==> src/rtl/div_pkg.sv <==
// Shared types and constants for the iterative divider.
package div_pkg;

  typedef enum logic [1:0] {
    IDLE = 2'd0,
    CALC = 2'd1,
    DONE = 2'd2
  } state_t;

  // Quotient returned for a zero divisor; sliced to the operand width at use.
  localparam logic [63:0] DZ_QUOT = '1;

endpackage

==> src/rtl/div_step.sv <==
// One combinational restoring radix-2 division step.
module div_step #(
  parameter int WIDTH = 32
) (
  input  logic [WIDTH:0]   rem_in,
  input  logic [WIDTH-1:0] divisor,
  input  logic             bit_in,
  output logic [WIDTH:0]   rem_out,
  output logic             q_bit
);

  logic [WIDTH:0]   sh;
  logic [WIDTH+1:0] diff;

  // A set top remainder bit means the shifted value certainly exceeds the divisor.
  assign sh      = {rem_in[WIDTH-1:0], bit_in};
  assign diff    = {1'b0, sh} - {2'b00, divisor};
  assign q_bit   = rem_in[WIDTH] | ~diff[WIDTH+1];
  assign rem_out = q_bit ? diff[WIDTH:0] : sh;

endmodule

==> src/rtl/div_iter_param.sv <==
// Iterative restoring divider, RADIX_LOG2 quotient bits per cycle, signed/unsigned.
// Optional DIV_EARLY_TERM_EN skips leading zeros of the dividend to shorten CALC.
module div_iter_param
  import div_pkg::*;
#(
  parameter int WIDTH      = 32,
  parameter int RADIX_LOG2 = 2
) (
  input  logic             clk,
  input  logic             rst,
  input  logic             start,
  input  logic             flush,
  input  logic             sign,
  input  logic [WIDTH-1:0] a,
  input  logic [WIDTH-1:0] b,
  output logic             busy,
  output logic             done,
  output logic             div_by_zero,
  output logic [WIDTH-1:0] quotient,
  output logic [WIDTH-1:0] remainder
);

  localparam int ITERS = WIDTH / RADIX_LOG2;
  localparam int CW    = $clog2(ITERS + 1);

  state_t           state;
  logic [CW-1:0]    cnt, last;
  logic [WIDTH:0]   rem;
  logic [WIDTH-1:0] dvd, dvs;
  logic             sgn, a_msb, b_msb;

  logic [WIDTH-1:0] abs_a, abs_b, pre_dvd;
  logic [CW-1:0]    pre_last;

  assign abs_a = (sign && a[WIDTH-1]) ? -a : a;
  assign abs_b = (sign && b[WIDTH-1]) ? -b : b;

`ifdef DIV_EARLY_TERM_EN
  always_comb begin
    int lz, lz_r, it;
    lz = WIDTH;
    for (int i = 0; i < WIDTH; i++)
      if (abs_a[i]) lz = WIDTH - 1 - i;
    lz_r = (lz / RADIX_LOG2) * RADIX_LOG2;
    it   = (WIDTH - lz + RADIX_LOG2 - 1) / RADIX_LOG2;
    if (it < 1) it = 1;
    pre_dvd  = abs_a << lz_r;
    pre_last = CW'(it);
  end
`else
  assign pre_dvd  = abs_a;
  assign pre_last = CW'(ITERS);
`endif

  // Cascade of restoring steps; step k consumes dividend bit WIDTH-1-k.
  logic [RADIX_LOG2:0][WIDTH:0] rem_c;
  logic [RADIX_LOG2-1:0]        q_c;

  assign rem_c[0] = rem;

  for (genvar k = 0; k < RADIX_LOG2; k++) begin : g_step
    div_step #(.WIDTH(WIDTH)) u_step (
      .rem_in  (rem_c[k]),
      .divisor (dvs),
      .bit_in  (dvd[WIDTH-1-k]),
      .rem_out (rem_c[k+1]),
      .q_bit   (q_c[RADIX_LOG2-1-k])
    );
  end

  logic neg_q, neg_r;
  assign neg_q = sgn & (a_msb ^ b_msb);
  assign neg_r = sgn & a_msb;

  always_ff @(posedge clk or posedge rst) begin
    if (rst) begin
      state       <= IDLE;
      busy        <= 1'b0;
      done        <= 1'b0;
      div_by_zero <= 1'b0;
      quotient    <= '0;
      remainder   <= '0;
      cnt         <= '0;
      last        <= '0;
      rem         <= '0;
      dvd         <= '0;
      dvs         <= '0;
      sgn         <= 1'b0;
      a_msb       <= 1'b0;
      b_msb       <= 1'b0;
    end else if (flush) begin
      state <= IDLE;
      busy  <= 1'b0;
      done  <= 1'b0;
    end else begin
      case (state)
        IDLE: begin
          if (start) begin
            busy  <= 1'b1;
            sgn   <= sign;
            a_msb <= a[WIDTH-1];
            b_msb <= b[WIDTH-1];
            if (b == '0) begin
              state       <= DONE;
              done        <= 1'b1;
              div_by_zero <= 1'b1;
              quotient    <= DZ_QUOT[WIDTH-1:0];
              remainder   <= a;
            end else begin
              state <= CALC;
              cnt   <= '0;
              last  <= pre_last;
              rem   <= '0;
              dvd   <= pre_dvd;
              dvs   <= abs_b;
            end
          end
        end
        CALC: begin
          if (cnt == last) begin
            // Quotient bits have fully replaced the dividend in dvd.
            state       <= DONE;
            done        <= 1'b1;
            div_by_zero <= 1'b0;
            quotient    <= neg_q ? -dvd : dvd;
            remainder   <= neg_r ? -rem[WIDTH-1:0] : rem[WIDTH-1:0];
          end else begin
            rem <= rem_c[RADIX_LOG2];
            dvd <= {dvd[WIDTH-1-RADIX_LOG2:0], q_c};
            cnt <= cnt + 1'b1;
          end
        end
        DONE: begin
          state <= IDLE;
          busy  <= 1'b0;
          done  <= 1'b0;
        end
        default: begin
          state <= IDLE;
          busy  <= 1'b0;
          done  <= 1'b0;
        end
      endcase
    end
  end

endmodule

==> config.mk <==
export PLATFORM = sky130hd
export DESIGN_NAME = div_iter_param
export DESIGN_NICKNAME = d
export VERILOG_FILES = /design/src/rtl/div_pkg.sv /design/src/rtl/div_step.sv /design/src/rtl/div_iter_param.sv
export SDC_FILE = /design/constraint.sdc
export NUM_CORES = 1
export LEC_CHECK = 0
export ABC_AREA = 1
export BUFFER_PORTS_ARGS = -buffer_cell sky130_fd_sc_hd__buf_4
export CAP_MARGIN = 10
export CORE_UTILIZATION = 62
export CTS_CLUSTER_SIZE = 28
export DETAILED_ROUTE_END_ITERATION = 8
export HOLD_SLACK_MARGIN = 0.15
export PLACE_DENSITY_LB_ADDON = 0.2
export SYNTH_ARGS = -nofsm -noshare
export SYNTH_HDL_FRONTEND = slang
export SYNTH_SLANG_ARGS = --single-unit
==> constraint.sdc <==
create_clock -name clk -period 6.15 [get_ports clk]
set_input_delay 0.615 -clock clk [delete_from_list [all_inputs] [get_ports clk]]
set_output_delay 0.615 -clock clk [all_outputs]
set_load 0.05 [all_outputs]
==> flow_results.org <==
** Finish
- In the final layout, the multi-input gates occupy 0.00956 mm².
- Layout-stage area growth over the synthesis result :: 11.7%
- Of the cells placed in the final design, the portion with a size suffix greater than 1 is 0.0953.
- Summing all non-filler instances in the final layout gives an area of 0.0174 mm².
- Leading cell type in the layout, fill and taps excluded :: sky130_fd_sc_hd__nand2_1
- Sequential cell area :: 0.00438 mm²
- Fill cell count :: 2090
- After the last flow step, the layout net total stands at 2700.
- The top cell types in the final layout, fill and taps aside, are 736 x sky130_fd_sc_hd__nand2_1, 325 x sky130_fd_sc_hd__inv_1, 211 x sky130_fd_sc_hd__o21ai_0, 210 x sky130_fd_sc_hd__nor2_1, 175 x sky130_fd_sc_hd__dfrtp_1.

** Global routing
- The via count of the first global-routing pass came to 16449.
- Tot GR Track Use :: 0.441
- Entering global routing, the biggest net connects 82 pins.
- The first global-routing pass estimated 88.2 mm of wire.
- The total overflow left after global routing is 0.
- The number of antenna violations at the first check in global routing came to 2.

** Critical path
- The most critical setup path has its endpoint at rem[30].
- STA puts the critical path data required time at 6500 ps.
- Data arrival at the endpoint of the critical path :: 5590 ps
- Critical Path Max Stage Delay :: 480 ps
- Capture instance of the worst register-to-register path :: rem[30]
- Among all stages on the critical path, the largest delay is contributed by sky130_fd_sc_hd__o21ai_0.
- The cell that appears most often on the critical path is sky130_fd_sc_hd__nand2_1.
- Worst reg-to-reg setup slack :: 920 ps
- Origin of the worst setup path :: dvs[16]
- STA classifies the critical path endpoint as a register.
- Category of the worst setup path launch point :: register
- Kind of critical path :: reg -> reg
- Crit Path Max Fanout :: 36
- The number of cells on the worst reg-to-reg path is 26.
- The worst register-to-register path begins at dvs[16].

** Timing
- On the final layout, the worst clock skew is 18.9 ps.
- The count of pins over their slew limit came to 0.
- Setup repair after global routing left no endpoint under its margin.
- The worst pin sits at a relative slew slack of 0.212.
- Setup violations remaining at the end of the flow were counted as 0.
- Total Neg Setup Slack :: 0 ps
- Actual transition at the worst max-transition pin :: 1180 ps
- Of the available clock period, the critical path in the final layout requires 0.851.
- Hold violation count in the final report :: 0
- The tightest hold path in the finished design has a slack of 411 ps.
- The worst path in the final design needs a cycle of 5230 ps, including I/O delays and setup.
- Peak Freq :: 191 MHz

** Clock network
- Number of clock sinks seen by CTS :: 175
- Clock transition at the registers of the reported paths :: 80 ps
- Clock tree from TritonCTS :: done
- Once the clock tree was built, the resizer swapped 0 gates to a different size.
- For the worst-skew pair, the clock arrives at the later sink with an insertion delay of 460 ps.
- The tree is rooted in a sky130_fd_sc_hd__clkbuf_16.
- Maximum clock path buffer count :: 2
- The clock tree synthesis step divided the H-tree into 4 levels.
- Clock buffer count from CTS :: 17

** Logic synthesis
- Distinct cell type count after synthesis :: 58
- After synthesis, the cell types taking the most area are sky130_fd_sc_hd__dfrtp_1 28%, sky130_fd_sc_hd__nand2_1 18%, sky130_fd_sc_hd__inv_1 7.9%.
- Asr flop ratio synth :: 1.00
- In this run, synthesis inferred 0 flip-flops with an integrated enable.
- Area share of the largest cell type after synthesis :: 0.281
- In the synthesized netlist the dominant register cell turns out to be sky130_fd_sc_hd__dfrtp_1.
- The synthesized design contains 175 register bits.
- In this run the mean area of a mapped cell was 6.33 µm².
- After synthesis the cells add up to 0.0156 mm².
- For this run, the register share of the synthesized area comes to 0.281.
- Cell taking the most area after synthesis :: sky130_fd_sc_hd__dfrtp_1
- Post-synth net total :: 2604
- Number of cells produced by synthesis :: 2463
- Yosys printed 0 warnings.

** Placed design
- Routability-driven placement finished with a final weighted congestion of 1.09.
- The wire-length estimate of the detail-placed layout is 44.1 mm.
- After detailed placement, the total cell area comes to 0.0168 mm².
- During placement, the flow inserted port buffers numbering 135.

** Route
- In this run the remaining antenna-violating nets after routing total 0.
- In the routed design, unresolved DRC markers number 0.
- The first routing iteration left 2683 violations.
- Wires add up to 56.6 mm.
- In the routed layout, each cell is associated on average with a via count of 6.18.
- For this run, the detailed router's first-pass iteration total came to 7.
- Routed wire length per instance :: 19.5 µm
- Vias post-DR :: 17927

** Floorplanning
- The die is 161 µm wide.
- Core Rows :: 57
- Y dimension of the die :: 161 µm
- Die Footprint :: 0.0258 mm²
- The floorplan step defined a core boundary enclosing 0.0245 mm².
- Effective utilization at floorplan :: 0.637
- Pin placement for this block handled 136 I/O pins.

** Min path
- The path class of the tightest hold or removal check is in -> reg.
- Start point of the worst min-delay path :: b[31]

** Flow run
- The tool flagged a number of max-cap violations equal to 0.

** Outcome
- Result of the run :: completed
## worst max-delay path, delay by kind of cell, from the launching register on
| family | cells | cell delay [ps] |
|---|---|---|
| and+or+nand+nor | 13 | 1890 |
| AOI/OAI and AO/OA | 6 | 1310 |
| buffers and inverters | 5 | 780 |
| adders and majority gates | 2 | 710 |
| DFF | 1 | 390 |
## layout make-up
type	count	share of cell area
multi-input combinational	1870	0.550
sequential	175	0.252
inverter	339	0.0734
timing repair buffer	156	0.0675
clock buffer	18	0.0247
tap	324	0.0233
clock inverter	14	0.00935
antenna	3	0.000432
## synth_stat cells (4+ instances only)
cell type and number:
sky130_fd_sc_hd__buf_2 22, sky130_fd_sc_hd__o31ai_1 6, sky130_fd_sc_hd__a21oi_1 107, sky130_fd_sc_hd__o221ai_1 4, sky130_fd_sc_hd__nor2_2 4, sky130_fd_sc_hd__o21ai_1 14
sky130_fd_sc_hd__nor4_1 12, sky130_fd_sc_hd__buf_6 6, sky130_fd_sc_hd__dfrtp_1 175, sky130_fd_sc_hd__nor2_1 212, sky130_fd_sc_hd__a21o_1 4, sky130_fd_sc_hd__ha_1 70
sky130_fd_sc_hd__nor3_1 45, sky130_fd_sc_hd__inv_2 11, sky130_fd_sc_hd__o21ai_0 211, sky130_fd_sc_hd__o21a_1 10, sky130_fd_sc_hd__a31oi_1 21, sky130_fd_sc_hd__o22ai_1 5
sky130_fd_sc_hd__or2_2 11, sky130_fd_sc_hd__nand4_1 57, sky130_fd_sc_hd__a211oi_1 4, sky130_fd_sc_hd__clkbuf_1 45, sky130_fd_sc_hd__nand3b_1 4, sky130_fd_sc_hd__nor3_2 7
sky130_fd_sc_hd__a21oi_2 4, sky130_fd_sc_hd__o21bai_1 7, sky130_fd_sc_hd__o211ai_1 20, sky130_fd_sc_hd__nand2_2 10, sky130_fd_sc_hd__inv_1 326, sky130_fd_sc_hd__a221oi_1 6
sky130_fd_sc_hd__nand3_1 162, sky130_fd_sc_hd__xor2_1 54, sky130_fd_sc_hd__nand2_1 736, sky130_fd_sc_hd__xnor2_1 35
## cell families (layout without fill, tap and decap cells)
family / count (synthesis) / in the layout / synth area share
xor gates and xnor gates: 89 / 89 / 0.0500
other: 0 / 3 / 0
muxes: 1 / 1 / 0.000643
buffers and inverters: 418 / 527 / 0.106
adders and majority gates: 72 / 72 / 0.0588
AOI/OAI and AO/OA: 435 / 435 / 0.156
and+or+nand+nor: 1273 / 1273 / 0.347
DFF: 175 / 175 / 0.281
## stage by stage
step                      std cells   util  setup WS (ps)
final                          2899  0.711            919
after global routing           2896  0.711            628
after CTS                      2896  0.711           1160
after detailed placement       2863  0.686           1170
after global placement         2863  0.686           1100
after floorplan                2463      -            790
## registers in the layout, summed over array words and instances (netlist names)
name / flops
a_msb: 1
b_msb: 1
busy: 1
cnt: 5
div_by_zero: 1
done: 1
dvd: 32
dvs: 32
last: 1
quotient: 32
rem: 33
remainder: 32
sgn: 1
state: 2
## metal layers
layer / share of wire / GRT usage / vias to the layer above
met4: 0.052 / 0.225 / 0
met2: 0.43 / 0.672 / 1206
met1: 0.39 / 0.575 / 8258
li1: - / - / 8234
met3: 0.13 / 0.121 / 229
met5: 0 / 0 / -
## worst min path at each step
stage	to	slack, ps	cells past startpoint
after floorplan	rem[32]	450	2
after global placement	remainder[7]	460	2
after detailed placement	done	460	2
after CTS	b_msb	410	3
after global routing	b_msb	410	3
final	b_msb	410	3
## repair_timing
item                                   4_1_cts  5_1_grt
endpoints found under the hold margin       23        0
hold buffers                                 1        0
buffers inserted                             0        0
Power is left out: the tool's default activity adds up to more than one toggle a clock period on the data nets, which glitch-free logic cannot reach.
